==> src/rtl/pdm_xcorr_pkg.sv <==
// pdm_xcorr_pkg
// Shared definitions for the cross-correlation lag tracker:
//   state_t      - tracker FSM state encoding
//   lag_t        - signed lag estimate at the default lag width
//   win_log2()   - log2 of the decision window length (window is a power of two)
package pdm_xcorr_pkg;

    typedef enum logic [1:0] {
        ST_IDLE   = 2'd0,
        ST_SETTLE = 2'd1,
        ST_ACCUM  = 2'd2,
        ST_DECIDE = 2'd3
    } state_t;

    localparam int LAG_W_DEF = 6;
    typedef logic signed [LAG_W_DEF-1:0] lag_t;

    localparam int WINDOW_DEF = 256;

    function automatic int win_log2(input int window);
        return $clog2(window);
    endfunction

    localparam int WIN_LOG2_DEF = win_log2(WINDOW_DEF);

endpackage

==> src/rtl/xcorr_window_accum.sv <==
// xcorr_window_accum
// Integrates per-cycle lead/lag votes and the mismatch count over one window.
// Ports:
//   clk, rst_n  - clock, async active-low reset
//   clear       - zero all totals (has priority over accum)
//   accum       - add this cycle's sample to the totals
//   pos, neg    - lead/lag votes; both may be set in the same cycle
//   corr        - mismatch count for this cycle
//   done        - high while accum adds the final sample of the window
//   pos_cnt     - number of pos votes so far
//   neg_cnt     - number of neg votes so far
//   corr_acc    - sum of corr so far
module xcorr_window_accum
    import pdm_xcorr_pkg::*;
#(
    parameter int WINDOW = WINDOW_DEF
) (
    input  logic                        clk,
    input  logic                        rst_n,
    input  logic                        clear,
    input  logic                        accum,
    input  logic                        pos,
    input  logic                        neg,
    input  logic [7:0]                  corr,
    output logic                        done,
    output logic [$clog2(WINDOW):0]     pos_cnt,
    output logic [$clog2(WINDOW):0]     neg_cnt,
    output logic [$clog2(WINDOW)+7:0]   corr_acc
);

    localparam int WL = win_log2(WINDOW);
    localparam int CW = WL + 1;
    localparam int AW = WL + 8;

    logic [CW-1:0] win_cnt;

    assign done = accum && (win_cnt == CW'(WINDOW - 1));

    always_ff @(posedge clk or negedge rst_n) begin
        if (!rst_n) begin
            pos_cnt  <= '0;
            neg_cnt  <= '0;
            corr_acc <= '0;
            win_cnt  <= '0;
        end else if (clear) begin
            pos_cnt  <= '0;
            neg_cnt  <= '0;
            corr_acc <= '0;
            win_cnt  <= '0;
        end else if (accum) begin
            pos_cnt  <= pos_cnt + CW'(pos);
            neg_cnt  <= neg_cnt + CW'(neg);
            corr_acc <= corr_acc + AW'(corr);
            win_cnt  <= win_cnt + CW'(1);
        end
    end

endmodule

==> src/rtl/xcorr_lag_tracker.sv <==
// xcorr_lag_tracker
// Integrates lead/lag votes over fixed windows and steps a signed lag estimate
// by at most one per window; also reports the window-mean mismatch and lock.
// Ports:
//   clk, rst_n  - clock, async active-low reset
//   enable      - tracking enable; dropping it aborts the current window
//   clear_lag   - one-cycle request forcing lag and lock history to zero
//   length      - correlation length programmed upstream (settle time)
//   pos, neg    - per-cycle lead/lag votes
//   corr        - per-cycle mismatch count
//   lag         - signed lag estimate
//   lag_valid   - one-cycle pulse when lag/corr_mean were just updated
//   corr_mean   - mean corr of the last completed window
//   locked      - lag has not stepped for LOCK_COUNT consecutive windows
//
// state  | meaning
// IDLE   | tracking off, outputs hold
// SETTLE | waiting `length` cycles for the upstream buffer to refill
// ACCUM  | integrating one window of samples
// DECIDE | apply step to lag, publish corr_mean; sample this cycle discarded
module xcorr_lag_tracker
    import pdm_xcorr_pkg::*;
#(
    parameter int WINDOW     = WINDOW_DEF,
    parameter int THRESH     = 16,
    parameter int LAG_W      = LAG_W_DEF,
    parameter int MAX_LAG    = 31,
    parameter int LOCK_COUNT = 4
) (
    input  logic                    clk,
    input  logic                    rst_n,
    input  logic                    enable,
    input  logic                    clear_lag,
    input  logic [7:0]              length,
    input  logic                    pos,
    input  logic                    neg,
    input  logic [7:0]              corr,
    output logic signed [LAG_W-1:0] lag,
    output logic                    lag_valid,
    output logic [7:0]              corr_mean,
    output logic                    locked
);

    localparam int WL = win_log2(WINDOW);
    localparam int CW = WL + 1;
    localparam int DW = CW + 1;
    localparam int AW = WL + 8;
    localparam int SW = $clog2(LOCK_COUNT + 1);

    localparam logic signed [DW-1:0]    THR     = DW'(THRESH);
    localparam logic signed [LAG_W-1:0] LAG_MAX = LAG_W'(MAX_LAG);
    localparam logic signed [LAG_W-1:0] LAG_MIN = -LAG_MAX;

    state_t          state, state_nxt;
    logic [7:0]      settle_cnt;
    logic            acc_clear, acc_en, acc_done;
    logic [CW-1:0]   pos_cnt, neg_cnt;
    logic [AW-1:0]   corr_acc;
    logic [SW-1:0]   stable_cnt;
    logic signed [DW-1:0] diff;
    logic            step_up, step_dn;

    xcorr_window_accum #(.WINDOW(WINDOW)) u_accum (
        .clk      (clk),
        .rst_n    (rst_n),
        .clear    (acc_clear),
        .accum    (acc_en),
        .pos      (pos),
        .neg      (neg),
        .corr     (corr),
        .done     (acc_done),
        .pos_cnt  (pos_cnt),
        .neg_cnt  (neg_cnt),
        .corr_acc (corr_acc)
    );

    always_ff @(posedge clk or negedge rst_n) begin
        if (!rst_n) state <= ST_IDLE;
        else        state <= state_nxt;
    end

    // Totals are held cleared outside ACCUM, so an aborted window never leaks
    // into the next one.
    always_comb begin
        state_nxt = state;
        acc_clear = 1'b0;
        acc_en    = 1'b0;
        case (state)
            ST_IDLE: begin
                acc_clear = 1'b1;
                if (enable) state_nxt = ST_SETTLE;
            end
            ST_SETTLE: begin
                acc_clear = 1'b1;
                if (!enable)                state_nxt = ST_IDLE;
                else if (settle_cnt <= 8'd1) state_nxt = ST_ACCUM;
            end
            ST_ACCUM: begin
                if (!enable) begin
                    acc_clear = 1'b1;
                    state_nxt = ST_IDLE;
                end else begin
                    acc_en = 1'b1;
                    if (acc_done) state_nxt = ST_DECIDE;
                end
            end
            ST_DECIDE: begin
                acc_clear = 1'b1;
                state_nxt = enable ? ST_ACCUM : ST_IDLE;
            end
            default: state_nxt = ST_IDLE;
        endcase
    end

    // Settle timer: loaded on leaving IDLE, a zero length still waits one cycle.
    always_ff @(posedge clk or negedge rst_n) begin
        if (!rst_n) begin
            settle_cnt <= '0;
        end else if (state == ST_IDLE && enable) begin
            settle_cnt <= (length == 8'd0) ? 8'd1 : length;
        end else if (state == ST_SETTLE) begin
            settle_cnt <= settle_cnt - 8'd1;
        end
    end

    assign diff    = $signed({1'b0, pos_cnt}) - $signed({1'b0, neg_cnt});
    assign step_up = diff > THR;
    assign step_dn = diff < -THR;

    // A step requested at a saturation bound leaves lag alone but still
    // resets the stability count, so a pinned lag never reports lock.
    always_ff @(posedge clk or negedge rst_n) begin
        if (!rst_n) begin
            lag        <= '0;
            lag_valid  <= 1'b0;
            corr_mean  <= '0;
            stable_cnt <= '0;
        end else begin
            lag_valid <= (state == ST_DECIDE);
            if (state == ST_DECIDE) corr_mean <= 8'(corr_acc >> WL);
            if (clear_lag) begin
                lag        <= '0;
                stable_cnt <= '0;
            end else if (state == ST_DECIDE) begin
                if (step_up) begin
                    stable_cnt <= '0;
                    if (lag != LAG_MAX) lag <= lag + LAG_W'(1);
                end else if (step_dn) begin
                    stable_cnt <= '0;
                    if (lag != LAG_MIN) lag <= lag - LAG_W'(1);
                end else if (stable_cnt != SW'(LOCK_COUNT)) begin
                    stable_cnt <= stable_cnt + SW'(1);
                end
            end
        end
    end

    assign locked = (stable_cnt >= SW'(LOCK_COUNT));

endmodule

==> config.mk <==
export PLATFORM = sky130hd
export DESIGN_NAME = xcorr_lag_tracker
export DESIGN_NICKNAME = d
export VERILOG_FILES = /design/src/rtl/pdm_xcorr_pkg.sv /design/src/rtl/xcorr_window_accum.sv /design/src/rtl/xcorr_lag_tracker.sv
export SDC_FILE = /design/constraint.sdc
export NUM_CORES = 1
export LEC_CHECK = 0
export CAP_MARGIN = 30
export CORE_MARGIN = 4
export CORE_UTILIZATION = 33
export CTS_CLUSTER_SIZE = 20
export DETAILED_ROUTE_END_ITERATION = 12
export PLACE_DENSITY_LB_ADDON = 0.3
export SLEW_MARGIN = 20
export SYNTH_ARGS = -nofsm -noshare
export SYNTH_HDL_FRONTEND = slang
export SYNTH_SLANG_ARGS = --single-unit
==> constraint.sdc <==
create_clock -name clk -period 4.4 [get_ports clk]
set_clock_uncertainty 0.05 [all_clocks]
set_input_delay 0.66 -clock clk [delete_from_list [all_inputs] [get_ports clk]]
set_output_delay 0.66 -clock clk [all_outputs]
set_load 0.1 [all_outputs]
=== Word level (Yosys, flattened, before mapping) ===
Cells that the tools add are included.
Widths: inputs -> output; s select.

* Output and inout bits: 16
* Register bits: 71
* Logic and storage cells: 81

* Equal/unequal tests: 11
* Reductions and logical operators: 14
* Add/sub/neg operators: 9
* Multiplexer cells: 33
* $lt $le $gt $ge: 4

{| class="wikitable"
|+ Operator list
! cell !! count
|-
| $mux 9 || 6
|-
| $mux 6 || 6
|-
| $mux 16 || 2
|-
| $mux 8 || 3
|-
| $add 9x1->9 || 2
|-
| $add 16x8->16 || 1
|-
| $mux 3 || 5
|-
| $mux 2 || 6
|-
| $ne 6x6->1 const B || 2
|-
| $gt 10x6->1 const B || 1
|-
| $lt 10x5->1 const B || 1
|-
| $sub 9x9->10 || 1
|-
| $add 9x1->9 const B || 1
|-
| $eq 9x8->1 const B || 1
|-
| $ne 3x3->1 const B || 3
|-
| $le 8x1->1 const B || 1
|-
| $logic_not 8->1 || 1
|-
| $pmux 2 s4 || 1
|-
| $sub 8x1->8 const B || 1
|-
| $add 6x2->6 const B || 1
|-
| $reduce_bool 2->1 || 3
|-
| $reduce_bool 3->1 || 2
|-
| $sub 6x2->6 const B || 1
|-
| $eq 2x2->1 const B || 2
|-
| 14 further kinds || 17
|}

=== Depth between registers and ports, before layout ===
* Depth after elaboration: 6
* Gate-level depth with buffers: 20
* Gate-level depth less buffers: 19

=== Hierarchy ===
Synthesis repeated with hierarchy kept, for this count alone.

* Cell total of the unflattened synthesis: 482
* Area total of the unflattened synthesis: 4,561.9 um^2

{| class="wikitable"
|+ Modules (own cells, without submodules)
! module !! cells each !! times used !! area each (um^2)
|-
| xcorr_window_accum || 242 || 1 || 2,357.3
|-
| xcorr_lag_tracker || 240 || 1 || 2,204.6
|}

=== Least setup slack after synthesis ===
No wires, ideal clock.

* Kind: flip-flop to flip-flop
* Start point: register u_accum.pos_cnt[0]
* End point: register lag[5]
* Cell stages (with the launch flop): 21
* Data required time: 4.216 ns
* Path slack: 0.651 ns
* Arrival time: 3.565 ns
* Path buffers: 1
* Cell sequence: dfrtp_1 > inv_1 > ha_1 > inv_1 > fa_1 > a21o_1 > a221oi_4 > a21oi_1 > xnor2_1 > and4_4 > or2_1 > buf_6 > ha_1 > a21o_1 > a21oi_1 > o21bai_1 > a21oi_1 > nor2_1 > nand2_1 > a21oi_2 > nand4b_1

* Cells in the longest elaborated chain, start to end: 5
* Elaborated cells between the ends (all ways): 10

{| class="wikitable"
|+ RTL lines
! what !! line !! text
|-
| start: declaration || xcorr_window_accum.sv:26 || <nowiki>output logic [$clog2(WINDOW):0] pos_cnt,</nowiki>
|-
| start signal: assignment || xcorr_window_accum.sv:51 || <nowiki>pos_cnt <= pos_cnt + CW'(pos);</nowiki>
|-
| $sub 9x9->10 * || xcorr_lag_tracker.sv:126 || <nowiki>assign diff = $signed({1'b0, pos_cnt}) - $signed({1'b0, neg_cnt});</nowiki>
|-
| $gt 10x6->1 || xcorr_lag_tracker.sv:127 || <nowiki>assign step_up = diff > THR;</nowiki>
|-
| $mux 6 || xcorr_lag_tracker.sv:145 || <nowiki>if (step_up) begin</nowiki>
|-
| $mux 6 || xcorr_lag_tracker.sv:144 || <nowiki>end else if (state == ST_DECIDE) begin</nowiki>
|-
| $mux 6 || xcorr_lag_tracker.sv:141 || <nowiki>if (clear_lag) begin</nowiki>
|-
| end signal: assignment || xcorr_lag_tracker.sv:147 || <nowiki>if (lag != LAG_MAX) lag <= lag + LAG_W'(1);</nowiki>
|-
| end signal: assignment || xcorr_lag_tracker.sv:150 || <nowiki>if (lag != LAG_MIN) lag <= lag - LAG_W'(1);</nowiki>
|-
| end: declaration || xcorr_lag_tracker.sv:38 || <nowiki>output logic signed [LAG_W-1:0] lag,</nowiki>
|}

Mark *: on every way between the ends. The rest lies on a longest branch, timed or not. The select of a mux whose other input is x is not followed.
A chain may end at the register's enable or synchronous reset.

=== Worst setup path after layout ===
Same ends and word-level chain as after synthesis.

==> flow_metrics.env <==
export IMPL_status="complete, no violations"
export IMPL_design_die_area_um2=14760
export IMPL_worst_path_max_fanout=8
export IMPL_clock_path_buffers=2
export IMPL_final_worst_path_setup_slack_ns=0.3875
export IMPL_grt_first_pass_wirelength_mm=14.90
export IMPL_timing_critical_path_slowest_cell_delay_ns=0.41
export IMPL_design_final_nets=526
export IMPL_data_arrival_time_of_the_worst_path_ns=4.17
export IMPL_yosys_top_cells_count="sky130_fd_sc_hd__dfrtp_1 (71), sky130_fd_sc_hd__nor2_1 (50), sky130_fd_sc_hd__inv_1 (32)"
export IMPL_synth_seq_area_share_pct=41.80
export IMPL_cts_made_buffers=9
export IMPL_path_buf_inv=3
export IMPL_yosys_register_bits=71
export IMPL_distinct_cell_type_count_of_the_synthesized_netlist=61
export IMPL_top_layer="met4"
export IMPL_cellPowerDensity_nw_per_um2=390.6
export IMPL_die_x_um=121.5
export IMPL_dr_wl_met3_um=321
export IMPL_final_period_minus_worst_setup_slack_ns=4.012
export IMPL_final_min_period_over_clock_period_pct=91.19
export IMPL_route_met2_wl_mm=4.170
export IMPL_vias=3222
export IMPL_max_freq_mhz=249.2
export IMPL_hold_class="primary input to asynchronous set/reset pin"
export IMPL_relSlewSlack_pct=34.48
export IMPL_drtAntennaViolNets=0
export IMPL_grt_antenna_before_repair=0
export IMPL_routed_via_density=4.980
export IMPL_ys_flop_type="sky130_fd_sc_hd__dfrtp_1"
export IMPL_remaining_drc_errors=0
export IMPL_antenna_diode_count=0
export IMPL_worstSetupStartpointType="flip-flop"
export IMPL_wirelength_mm=8.480
export IMPL_syn_area_um2=4250
export IMPL_avg_cell_area_syn_um2=9.839
export IMPL_insertion_delay_ns=0.33
export IMPL_report_final_slew_viol_count=0
export IMPL_grt_max_degree=41
export IMPL_port_buffer_count=37
export IMPL_tritoncts="built"
export IMPL_timing_critical_path_cells="inv_1, ha_1, inv_1, fa_1, a21o_1, a221oi_4, a21oi_1, xnor2_1, and4_4, or2_1, buf_4, ha_1, a21oi_1, o21bai_1, a21oi_1, nor2_1, nand2_1, a21oi_2, nand4b_1"
export IMPL_area_delta_synth_final_pct=19.25
export IMPL_max_slew_worst_pin_slew_ns=0.9797
export IMPL_cts_sinks=71
export IMPL_synth_top_cells_by_area="sky130_fd_sc_hd__dfrtp_1 (42%), sky130_fd_sc_hd__ha_1 (9.1%), sky130_fd_sc_hd__xnor2_1 (4.9%)"
export IMPL_core_area_um2=12620
export IMPL_post_synth_inst_count=432
export IMPL_ir_drop_uv=254.6
export IMPL_synth_largest_area_cell="sky130_fd_sc_hd__dfrtp_1"
export IMPL_cell_at_the_root_of_the_clock_tree="sky130_fd_sc_hd__clkbuf_16"
export IMPL_synth_top_area_share_pct=41.80
export IMPL_h_tree_level_count=3
export IMPL_die_height_um=121.5
export IMPL_yosys_warnings=0
export IMPL_routed_wire_length_per_instance_um=13.11
export IMPL_maxCapViolations=0
export IMPL_overflow=0
export IMPL_asyncSetResetFlopFracSynth_pct=100.0
export IMPL_report_final_setup_viol=0
export IMPL_all_layer_global_routing_usage_pct=12.41
export IMPL_critPathSlowestCell="sky130_fd_sc_hd__fa_1"
export IMPL_layout_drive_gt1_share_pct=9.895
export IMPL_io_pins=38
export IMPL_dr_first_iter_drc_count=146
export IMPL_yosysMostFrequentCell="sky130_fd_sc_hd__dfrtp_1"
export IMPL_timing_critical_path_mode_cell="sky130_fd_sc_hd__a21oi_1"
export IMPL_crit_required_ns=4.56
export IMPL_clk_pin_slew_worst_paths_ns=0.06
export IMPL_synth_enable_flop_cells=0
export IMPL_cts_post_setup_buffers_inserted=0
export IMPL_detail_route_first_pass_iterations=4
export IMPL_met1_length_mm=3.895
export IMPL_post_cts_hold_buffer_count=0
export IMPL_number_of_global_route_vias_before_repair=3319
export IMPL_critPathTopFamily="compound AO/OA/AOI/OAI gates"
export IMPL_criticalPathCategory="flip-flop to flip-flop"
export IMPL_cts_resized_gates=0
export IMPL_initial_core_util_pct=33.68
export IMPL_timing_critical_path_to_type="flip-flop"
export IMPL_rsz0062_at_grt="false"
export IMPL_preCtsSetupSlack_ns=0.4127
export IMPL_gp_congestion=0.7583
export IMPL_core_rowCount=41
export IMPL_timing_setup_tns_ns=0
export IMPL_p_leak_nw=2.220
export IMPL_final_hold_violation_count=0
export IMPL_synth_net_count=488
export IMPL_hpwl_mm=6.141
[worst paths after layout]
kind,start,depth (start not counted),slack (ns),to
worst min-delay path,rst_n,1,0.34,lag[2]
max in group asynchronous,rst_n,2,2.96,u_accum.corr_acc[13]
min in group clk,u_accum.win_cnt[0],1,0.44,u_accum.win_cnt[0]
worst min register to register,u_accum.win_cnt[0],1,0.44,u_accum.win_cnt[0]
worst max-delay path,u_accum.pos_cnt[0],19,0.39,lag[5]
worst max register to register,u_accum.pos_cnt[0],19,0.39,lag[5]
[cells by family (layout without fill, tap and decap cells)]
family,after synthesis,in the layout,synth area share [%]
AND/OR/NAND/NOR,143,143,16.87
AO/OA/AOI/OAI,92,92,15.04
flip-flops,71,71,41.80
buffers and inverters,44,87,4.445
adder cells (fa/ha/maj),34,34,10.54
XOR/XNOR,34,34,7.183
multiplexers,14,14,4.121
[metrics by stage]
stage                     utilization, %  cell area, µm²  std cells  total power, mW  hold slack, ns
after floorplan                        -            4250        432            1.142          0.3144
after global placement             37.85            4777        631            1.260          0.4243
after detailed placement           37.85            4777        631            1.276          0.4364
after CTS                          40.16            5069        647            2.007          0.3585
after global routing               40.16            5069        647            2.090          0.4071
final                              40.16            5069        647            1.980          0.3448
[final cells by class]
cell class | instances | area (µm²)
Clock inverter | 5 | 58.81
Inverter | 32 | 120.1
Fill cell | 1271 | 7551
Clock buffer | 11 | 232.7
Multi-Input combinational cell | 317 | 2285
Timing Repair Buffer | 39 | 380.4
Tap cell | 172 | 215.2
Sequential cell | 71 | 1777
[sequential cells by signal, indices dropped and copies added, names as in the netlist]
name,count
state,2
u_accum.win_cnt,9
settle_cnt,8
lag_valid,1
u_accum.pos_cnt,9
u_accum.corr_acc,16
corr_mean,8
stable_cnt,3
u_accum.neg_cnt,9
lag,6
[report_power, final]
group	switching [mW]	internal, mW	total, mW
logic	0.322	0.179	0.500
registers	0.0605	0.702	0.763
clock network	0.278	0.439	0.717
total	0.660	1.32	1.98
[layout by cell type, fill, tap and decap left out, types with 2 or more instances in the layout]
cell type                         synthesis  routed
sky130_fd_sc_hd__a211oi_1                 2       2
sky130_fd_sc_hd__a21o_1                   5       5
sky130_fd_sc_hd__a21oi_1                 26      26
sky130_fd_sc_hd__a31oi_1                  8       8
sky130_fd_sc_hd__a41o_1                   3       3
sky130_fd_sc_hd__and2_1                   8       8
sky130_fd_sc_hd__and3_1                   9       9
sky130_fd_sc_hd__buf_4                    0       2
sky130_fd_sc_hd__clkbuf_1                 6       2
sky130_fd_sc_hd__clkbuf_16                0       9
sky130_fd_sc_hd__clkdlybuf4s50_1          0      36
sky130_fd_sc_hd__clkinvlp_4               0       2
sky130_fd_sc_hd__dfrtp_1                 71      71
sky130_fd_sc_hd__fa_1                     3       3
sky130_fd_sc_hd__ha_1                    31      31
sky130_fd_sc_hd__inv_1                   32      32
sky130_fd_sc_hd__mux2_2                   8       8
sky130_fd_sc_hd__mux2_4                   5       5
sky130_fd_sc_hd__nand2_1                 23      23
sky130_fd_sc_hd__nand3_1                 13      13
sky130_fd_sc_hd__nand3b_1                 4       4
sky130_fd_sc_hd__nand4_1                  5       5
sky130_fd_sc_hd__nor2_1                  50      50
sky130_fd_sc_hd__nor2b_1                  3       3
sky130_fd_sc_hd__nor3_1                   5       5
sky130_fd_sc_hd__nor4_1                   4       4
sky130_fd_sc_hd__o211ai_1                 8       8
sky130_fd_sc_hd__o21ai_0                 10      10
sky130_fd_sc_hd__o21ai_1                  3       3
sky130_fd_sc_hd__o21ai_2                  3       3
sky130_fd_sc_hd__o21bai_1                 3       3
sky130_fd_sc_hd__o22a_1                   2       2
sky130_fd_sc_hd__o22ai_1                  3       3
sky130_fd_sc_hd__o311ai_0                 3       3
sky130_fd_sc_hd__or2_2                    3       3
sky130_fd_sc_hd__or3_1                    7       7
sky130_fd_sc_hd__xnor2_1                 24      24
sky130_fd_sc_hd__xor2_1                   9       9
[layer usage]
layer | global-route usage, % | vias to the layer above
li1 | - | 1598
met1 | 14.97 | 1570
met2 | 21.14 | 42
met3 | 4.242 | 12
met4 | 3.291 | 0
met5 | 0 | -
Power figures use the tool's default switching activity.
